===== config.mk =====
export PLATFORM = sky130hd
export DESIGN_NAME = instr_encoder
export DESIGN_NICKNAME = d
export VERILOG_FILES = /design/src/rtl/instr_enc_pkg.sv /design/src/rtl/instr_pack.sv /design/src/rtl/instr_encoder.sv
export SDC_FILE = /design/constraint.sdc
export NUM_CORES = 1
export LEC_CHECK = 0
export ABC_AREA = 0
export CORE_UTILIZATION = 26
export CTS_BUF_LIST = sky130_fd_sc_hd__clkbuf_4
export CTS_CLUSTER_DIAMETER = 60
export DETAILED_ROUTE_END_ITERATION = 7
export DONT_BUFFER_PORTS = 1
export HOLD_SLACK_MARGIN = 0.12
export PLACE_DENSITY = 0.35
export SYNTH_ARGS = -nofsm -noshare
export SYNTH_HDL_FRONTEND = slang
export SYNTH_HIERARCHICAL = 1
export SYNTH_SLANG_ARGS = --single-unit

===== constraint.sdc =====
create_clock -name clk -period 8.4 [get_ports clk]
set_input_delay 0 -clock clk [delete_from_list [all_inputs] [get_ports clk]]
set_output_delay 0 -clock clk [all_outputs]
set_load 0.01 [all_outputs]

===== src/rtl/instr_enc_pkg.sv =====
// Shared types and constants for the RV32I instruction encoder.
package instr_enc_pkg;

   typedef enum logic [2:0] {FMT_R, FMT_I, FMT_S, FMT_B, FMT_U, FMT_J, FMT_BAD} fmt_e;

   localparam logic [6:0] OP_LOAD   = 7'b0000011;
   localparam logic [6:0] OP_IMM    = 7'b0010011;
   localparam logic [6:0] OP_JALR   = 7'b1100111;
   localparam logic [6:0] OP_STORE  = 7'b0100011;
   localparam logic [6:0] OP_BRANCH = 7'b1100011;
   localparam logic [6:0] OP_LUI    = 7'b0110111;
   localparam logic [6:0] OP_AUIPC  = 7'b0010111;
   localparam logic [6:0] OP_JAL    = 7'b1101111;
   localparam logic [6:0] OP_REG    = 7'b0110011;

   localparam logic [31:0] NOP = 32'h0000_0013;

   localparam int IMM12_MIN = -2048;
   localparam int IMM12_MAX = 2047;
   localparam int IMM13_MIN = -4096;
   localparam int IMM13_MAX = 4094;
   localparam int IMM21_MIN = -1048576;
   localparam int IMM21_MAX = 1048574;

   typedef struct packed {
      logic [6:0]  opcode;
      logic [4:0]  rd;
      logic [4:0]  rs1;
      logic [4:0]  rs2;
      logic [2:0]  funct3;
      logic [6:0]  funct7;
      logic [31:0] imm;
   } fields_t;

endpackage


===== src/rtl/instr_pack.sv =====
// Combinational format decode, immediate scatter and range/alignment check.
module instr_pack
   import instr_enc_pkg::*;
(
   input  fields_t     fields_i,
   output logic [31:0] instr_o,
   output logic        err_o
);

   fmt_e        fmt;
   logic [31:0] imm;
   int          imm_s;

   assign imm   = fields_i.imm;
   assign imm_s = $signed(fields_i.imm);

   always_comb begin
      case (fields_i.opcode)
         OP_REG:                   fmt = FMT_R;
         OP_LOAD, OP_IMM, OP_JALR: fmt = FMT_I;
         OP_STORE:                 fmt = FMT_S;
         OP_BRANCH:                fmt = FMT_B;
         OP_LUI, OP_AUIPC:         fmt = FMT_U;
         OP_JAL:                   fmt = FMT_J;
         default:                  fmt = FMT_BAD;
      endcase
   end

   // Out-of-range immediates still pack from their truncated low bits.
   always_comb begin
      instr_o = NOP;
      err_o   = 1'b0;
      case (fmt)
         FMT_R: instr_o = {fields_i.funct7, fields_i.rs2, fields_i.rs1, fields_i.funct3,
                           fields_i.rd, fields_i.opcode};
         FMT_I: begin
            instr_o = {imm[11:0], fields_i.rs1, fields_i.funct3, fields_i.rd, fields_i.opcode};
            err_o   = (imm_s < IMM12_MIN) || (imm_s > IMM12_MAX);
         end
         FMT_S: begin
            instr_o = {imm[11:5], fields_i.rs2, fields_i.rs1, fields_i.funct3, imm[4:0],
                       fields_i.opcode};
            err_o   = (imm_s < IMM12_MIN) || (imm_s > IMM12_MAX);
         end
         FMT_B: begin
            instr_o = {imm[12], imm[10:5], fields_i.rs2, fields_i.rs1, fields_i.funct3,
                       imm[4:1], imm[11], fields_i.opcode};
            err_o   = (imm_s < IMM13_MIN) || (imm_s > IMM13_MAX) || imm[0];
         end
         FMT_U: begin
            instr_o = {imm[31:12], fields_i.rd, fields_i.opcode};
            err_o   = |imm[11:0];
         end
         FMT_J: begin
            instr_o = {imm[20], imm[10:1], imm[11], imm[19:12], fields_i.rd, fields_i.opcode};
            err_o   = (imm_s < IMM21_MIN) || (imm_s > IMM21_MAX) || imm[0];
         end
         default: err_o = 1'b1;
      endcase
   end

endmodule


===== src/rtl/instr_encoder.sv =====
// Two-stage valid/ready encoder feeding the instruction-memory write port,
// with a wrapping word-address counter and a saturating error counter.
module instr_encoder
   import instr_enc_pkg::*;
#(
   parameter int ADDR_W    = 10,
   parameter int ERR_CNT_W = 8
) (
   input  logic                 clk,
   input  logic                 reset,
   input  logic                 in_valid,
   output logic                 in_ready,
   input  logic [6:0]           in_opcode,
   input  logic [4:0]           in_rd,
   input  logic [4:0]           in_rs1,
   input  logic [4:0]           in_rs2,
   input  logic [2:0]           in_funct3,
   input  logic [6:0]           in_funct7,
   input  logic [31:0]          in_imm,
   output logic                 out_valid,
   input  logic                 out_ready,
   output logic [31:0]          out_instr,
   output logic [ADDR_W-1:0]    out_addr,
   output logic                 out_err,
   output logic [ERR_CNT_W-1:0] err_count
);

   logic                 s1_valid_q, s1_valid_d;
   fields_t              s1_q, s1_d;
   logic                 s2_valid_q, s2_valid_d;
   logic [31:0]          instr_q, instr_d;
   logic                 err_q, err_d;
   logic [ADDR_W-1:0]    addr_q, addr_d;
   logic [ERR_CNT_W-1:0] err_cnt_q, err_cnt_d;

   logic        s2_free;
   logic        in_fire;
   logic        out_fire;
   logic [31:0] pack_instr;
   logic        pack_err;

   assign s2_free  = !s2_valid_q || out_ready;
   assign in_ready = !s1_valid_q || s2_free;
   assign in_fire  = in_valid && in_ready;
   assign out_fire = s2_valid_q && out_ready;

   instr_pack u_pack (
      .fields_i (s1_q),
      .instr_o  (pack_instr),
      .err_o    (pack_err)
   );

   always_comb begin
      s1_valid_d = s1_valid_q;
      s1_d       = s1_q;
      s2_valid_d = s2_valid_q;
      instr_d    = instr_q;
      err_d      = err_q;
      addr_d     = addr_q;
      err_cnt_d  = err_cnt_q;

      if (s2_free) begin
         s2_valid_d = s1_valid_q;
         if (s1_valid_q) begin
            instr_d = pack_instr;
            err_d   = pack_err;
         end
      end

      if (in_fire) begin
         s1_valid_d = 1'b1;
         s1_d       = '{opcode: in_opcode, rd: in_rd, rs1: in_rs1, rs2: in_rs2,
                        funct3: in_funct3, funct7: in_funct7, imm: in_imm};
      end else if (s2_free) begin
         s1_valid_d = 1'b0;
      end

      if (out_fire) begin
         addr_d = addr_q + ADDR_W'(1);
         if (err_q && !(&err_cnt_q)) begin
            err_cnt_d = err_cnt_q + ERR_CNT_W'(1);
         end
      end
   end

   always_ff @(posedge clk) begin
      if (reset) begin
         s1_valid_q <= 1'b0;
         s1_q       <= '0;
         s2_valid_q <= 1'b0;
         instr_q    <= '0;
         err_q      <= 1'b0;
         addr_q     <= '0;
         err_cnt_q  <= '0;
      end else begin
         s1_valid_q <= s1_valid_d;
         s1_q       <= s1_d;
         s2_valid_q <= s2_valid_d;
         instr_q    <= instr_d;
         err_q      <= err_d;
         addr_q     <= addr_d;
         err_cnt_q  <= err_cnt_d;
      end
   end

   assign out_valid = s2_valid_q;
   assign out_instr = instr_q;
   assign out_err   = err_q;
   assign out_addr  = addr_q;
   assign err_count = err_cnt_q;

endmodule


==> After elaboration in Yosys (flattened, before gate mapping) <==
Index checks and enable logic that the tools add are counted.
{ "op_classes": {"addsub": 2, "order_cmp": 6, "eq_ne": 14, "n_mux": 5, "reduce_logical": 22} }
{ "op_table": {"columns": ["op", "count"], "rows": [
  ["$pmux W32 S6", 1],
  ["$gt A32 B12 Y1 const B", 1],
  ["$gt A32 B13 Y1 const B", 1],
  ["$gt A32 B21 Y1 const B", 1],
  ["$lt A32 B12 Y1 const B", 1],
  ["$lt A32 B13 Y1 const B", 1],
  ["$lt A32 B21 Y1 const B", 1],
  ["$eq A7 B6 Y1 const B", 3],
  ["$eq A7 B7 Y1 const B", 3],
  ["$pmux W3 S6", 1],
  ["$eq A7 B5 Y1 const B", 2],
  ["$reduce_or A12 Y1", 1],
  ["$add A10 B1 Y10 const B", 1],
  ["$add A8 B1 Y8 const B", 1],
  ["$reduce_and A8 Y1", 1],
  ["$eq A7 B2 Y1 const B", 1],
  ["$logic_or A1 B1 Y1", 7],
  ["$eq A3 B2 Y1 const B", 2],
  ["$eq A3 B3 Y1 const B", 2],
  ["$pmux W1 S5", 1],
  ["$reduce_and A2 Y1", 2],
  ["$reduce_or A2 Y1", 2],
  ["$eq A3 B1 Y1 const B", 1],
  ["$logic_and A1 B1 Y1", 3],
  ["other kinds (5)", 8]
]} }
{ "word_totals": {"reg_bits": 117, "out_inout_bits": 53} }

==> Logic depth before layout (Yosys ltp) <==
{ "logic_depth": {"depth_word": 6, "depth_mapped": 15, "depth_no_buf": 12} }

==> By module <==
The synthesis kept the hierarchy.
{ "by_module_without_submodules": {"columns": ["module", "instances", "cells_each", "area_each_um2", "seq_area_each_um2"], "rows": [
  ["instr_encoder", 1, 523, 4237.8, 2342.2],
  ["instr_pack", 1, 187, 1143.6, 0.0]
]} }

==> Worst setup path before layout <==
Ideal clock, no wire load.
{ "synth_timing": {"path_kind": "reg2reg", "from": "register s1_q[61] in the netlist's numbering", "to": "register instr_q[31] (netlist: out_instr[31])", "setup_ns": 0.070, "arrival_time_ns": 2.611, "slack_ns": 5.719, "stages_incl_launch_ff": 16, "path_buffers": 3, "cell_sequence": "dfxtp_1 > and3b_1 > a21oi_1 > nor2_4 > inv_2 > buf_6 > ha_1 > clkbuf_1 > nand3b_1 > and3_1 > buf_2 > nor3_2 > o2bb2ai_1 > a22o_1 > nand2_1 > a21oi_1"} }
{ "synth_via": {"elab_chain_cells": 5} }
{ "synth_lines": {"columns": ["item", "line_no", "rtl"], "rows": [
  ["start: declaration", "instr_encoder.sv:29", "fields_t s1_q, s1_d;"],
  ["start signal: assignment", "instr_encoder.sv:89", "s1_q <= '0;"],
  ["start signal: assignment", "instr_encoder.sv:97", "s1_q <= s1_d;"],
  ["$eq A7 B2 Y1 (tied with other cells)", "instr_pack.sv:18", "case (fields_i.opcode)"],
  ["$reduce_or A3 Y1 or $reduce_or A2 Y1 (tied branches)", "instr_pack.sv:18", null],
  ["$pmux W3 S6 (*)", "instr_pack.sv:18", null],
  ["$eq A3 B3 Y1 (tied with other cells)", "instr_pack.sv:33", "case (fmt)"],
  ["$pmux W32 S6 (*)", "instr_pack.sv:33", null],
  ["net pack_instr[31]", "instr_encoder.sv:39", "logic [31:0] pack_instr;"],
  ["end signal: assignment", "instr_encoder.sv:99", "instr_q <= instr_d;"],
  ["end: declaration", "instr_encoder.sv:31", "logic [31:0] instr_q, instr_d;"]
]} }
Mark *: on every way through the listed nets, which the timed path passes. The rest lies on a longest branch.
A chain may end at the register's enable or synchronous reset.

==> Worst setup path in the final report <==
{ "layout_timing": {"from": "register s1_q[61] in the netlist's numbering", "to": "register instr_q[27] (netlist: out_instr[27])"} }
The elaborated chain is that of the path after synthesis.

==> summary.txt <==
Status
  – Run status: complete, no violations

Timing
  – Crit path time final: approximately 3.3 ns
  – Slew HR: 38.6%
  – Fmax: about 0.3 GHz
  – Final Setup Violations: 0
  – WHS: 0.177 ns
  – Final Slew Violations: 0
  – Worst-Margin Slew: 0.909 ns
  – Tcrit/Tclk final: 39.3%
  – Skew final: ~0.023 ns
  – RSZ-0062 raised after global routing: false
  – Fin Setup TNS: 0 ns
  – Hold Fails Final Rpt: 0

Worst setup path
  – Largest stage delay on the critical path: 0.54 ns
  – Critical Path Sink Type: flop
  – Worst-path maximum fanout: 12
  – WP data required: between 8 and 9 ns
  – Worst Setup Path Type: flop to flop
  – Crit path cell chain: and3b_1 -> a21oi_1 -> nor2_4 -> inv_2 -> ha_1 -> nand3b_1 -> and3_1 -> nor3_2 -> o21ai_0 -> a21oi_1 -> nand2_1 -> a21oi_1
  – Arrival @ worst endpoint: 3.77 ns
  – Most frequent CP cell: a21oi_1
  – Startpoint types: flop
  – Crit-path slowest cell: nor3_2

Global routing
  – Total GRT Usage: 16.8%
  – Initial antenna violation count: 1
  – Largest net degree at the start of global routing: 119
  – GR Overflow Total: 0
  – First-pass GRT wire length: 28.0 mm
  – Vias in the first global route: 5272

Pwr
  – Pleak: 2.42 nW
  – NetSw: approximately 310 uW
  – Peak supply drop: 81.0 uV
  – Sw frac: 25.5%
  – Clk network pwr share: 40.4%
  – Sequential share of power: slightly below 50%
  – Cell-internal power: 904 uW
  – Logic pwr share: between 10% and 20%
  – PD cells: 169 nW/um2

Clocking
  – Clock Path Buffers: 2
  – CTS Buf Count: 17
  – H-tree Lvls: 4
  – Post-CTS sizing: 0
  – Clock transition at path regs: 0.10 ns
  – Clk_lat worst skew: 0.55 ns
  – CTS tree: built
  – Clock sink count: 117
  – Clock root buffer: clkbuf_4

Drt
  – Final wirelength: 17.3 mm
  – Wire per inst: 15.7 um
  – Vias: around 5300
  – DRC: 0
  – Detail-routed via count per cell: 4.85
  – DR iter-0 viols: about 280
  – Post-DRT Antenna Nets: 0
  – Drt pass-1 iters: 6

Logic synthesis
  – Netlist cell types: 60
  – Syn nets: between 700 and 800
  – Synth Flop Type: dfxtp_1
  – Post-synth EDFFs: 0
  – Register area share after synthesis: 43.5%
  – Asr flop ratio synth: 0%
  – Syn avg cell area: 7.58 um2
  – Largest cells by area after synthesis: dfxtp_1 (44%), nand2_1 (17%), a21oi_1 (12%)
  – FF+latch count, synth: 117
  – Mapped Area: around 5400 um2
  – Top-area cell type share of the netlist area: 43.5%
  – Post-Syn Instances: 710
  – Ys Warns: 6
  – Yosys top cell by area: dfxtp_1

Finish
  – Net count, final: 888
  – Fillcell total: 2171
  – Share of cells above drive strength 1: 6.75%
  – Area Overhead vs Synth: 33.1%
  – Fin area: about 7200 um2

Job
  – Max-Cap Viols: 0

Placement
  – DP Area: between 5000 and 6000 um2
  – Hpwl dp: 11.7 mm
  – Gpl congestion: 0.808
  – PortBufs: 0

Die
  – Starting density of the core: 26.6%
  – Ports: 121
  – Die width: 146 um
  – Rows: 52
  – DIE AREA: about 21000 um2
  – Chip Height: 146 um
  – Total core area: 20200 um2

Hold path
  – Worst Hold Class: input pin to flop
==> area by class of cell <==
class	instances	area, um2	area share, %
diodes	2	5.00	0.0699
clock buffers	18	135	1.89
clock inverters	14	209	2.92
inverters	5	18.8	0.262
multi-input cells	544	2790	38.9
flip-flops and latches	117	2340	32.7
well taps	270	338	4.72
repair buffers	132	1330	18.5
==> power groups by stage <==
stage | Clock, mW | Combinational (mW) | Sequential [mW]
after floorplan | 0 | 0.0641 | 0.600
after global placement | 0 | 0.0684 | 0.610
after detailed placement | 0 | 0.0693 | 0.610
after CTS | 0.514 | 0.127 | 0.598
after global routing | 0.536 | 0.141 | 0.601
final | 0.490 | 0.126 | 0.597
==> cells by family after synthesis <==
kind of cell,share of synthesized area (%)
buffers and inverters,4.77
XOR/XNOR,1.79
AO/OA/AOI/OAI,20.8
adder cells (fa/ha/maj),0.698
flip-flops,43.5
AND/OR/NAND/NOR,28.1
multiplexers,0.395
==> final timing paths <==
kind | slack [ns] | cells past startpoint | start | to
worst max-delay path | 5.10 | 12 | s1_q[61] | out_instr[27]
worst min-delay path | 0.18 | 3 | in_opcode[6] | s1_q[63]
worst min register to register | 0.46 | 2 | s1_q[39] | s1_q[39]
worst max register to register | 5.10 | 12 | s1_q[61] | out_instr[27]
==> sequential cells by signal (all words and copies together), names as in the netlist <==
name and flops:
s1_valid_q 1, out_err 1, s1_q 64, out_addr 10
err_count 8, out_valid 1, out_instr 32
==> through the flow <==
step                cells  util [%]  setup slack, ns  power (mW)
finish               1102      35.4             5.10        1.21
CTS                  1100      35.4             5.16        1.24
global route         1102      35.4             4.76        1.28
floorplan             710         -             5.72       0.664
global placement      940      27.3             5.33       0.679
detailed placement    940      27.3             5.20       0.679
==> placed cells by master (no fill, tap or decap), drive strengths merged, types with 2 or more instances in the layout <==
| cell | count |
|---|---|
| a211o | 6 |
| xnor2 | 3 |
| nor2 | 21 |
| ha | 3 |
| and3 | 10 |
| o211ai | 2 |
| a21o | 2 |
| dfxtp | 117 |
| or4 | 3 |
| a21oi | 129 |
| nor4 | 9 |
| nand3 | 21 |
| a31oi | 2 |
| and2 | 2 |
| clkinv | 6 |
| a22o | 6 |
| xor2 | 8 |
| nor2b | 2 |
| clkinvlp | 3 |
| a32o | 4 |
| buf | 5 |
| clkbuf | 18 |
| nor3 | 9 |
| o31ai | 4 |
| nand4 | 11 |
| nand3b | 5 |
| o21ai | 18 |
| dlygate4sd3 | 127 |
| o21a | 2 |
| a22oi | 3 |
| diode | 2 |
| or3 | 2 |
| inv | 5 |
| nand2 | 241 |
| bufinv | 5 |
| nand2b | 2 |
==> per-layer routing <==
layer | track usage [%] | part of all wire, %
met2 | 28.1 | 48
met5 | 0 | 0
met3 | 4.14 | 4.9
met1 | 20.9 | 46
met4 | 6.16 | 1.5
==> worst max-delay path, delay by kind of cell, from the launching register on <==
family | cells | cell delay, ns
AO/OA/AOI/OAI | 4 | 0.75
adder cells (fa/ha/maj) | 1 | 0.36
buffers and inverters | 1 | 0.19
flip-flops | 1 | 0.41
AND/OR/NAND/NOR | 6 | 1.51
==> repair_timing <==
| action | in CTS | in global routing |
|---|---|---|
| hold buffers | 128 | 0 |
| setup buffers | 0 | 0 |
| hold endpoints to repair | 117 | 0 |
==> cells in the mapped netlist (3+ instances only) <==
master    instances
a32o_1            4
a22o_1            6
buf_4             7
xnor2_1           3
nor2_1           20
o31ai_1           4
xor2_1            8
a211o_1           6
or4_1             3
nand3_1          21
a21oi_1         126
nand4_1          11
nor4_1            9
ha_1              3
nor3_1            7
o21ai_0          15
inv_1             3
nand2_1         241
buf_2            16
nand3b_1          4
clkbuf_1         18
and3_1            9
dfxtp_1         117
Note: power is estimated with default switching activity, not from simulation.
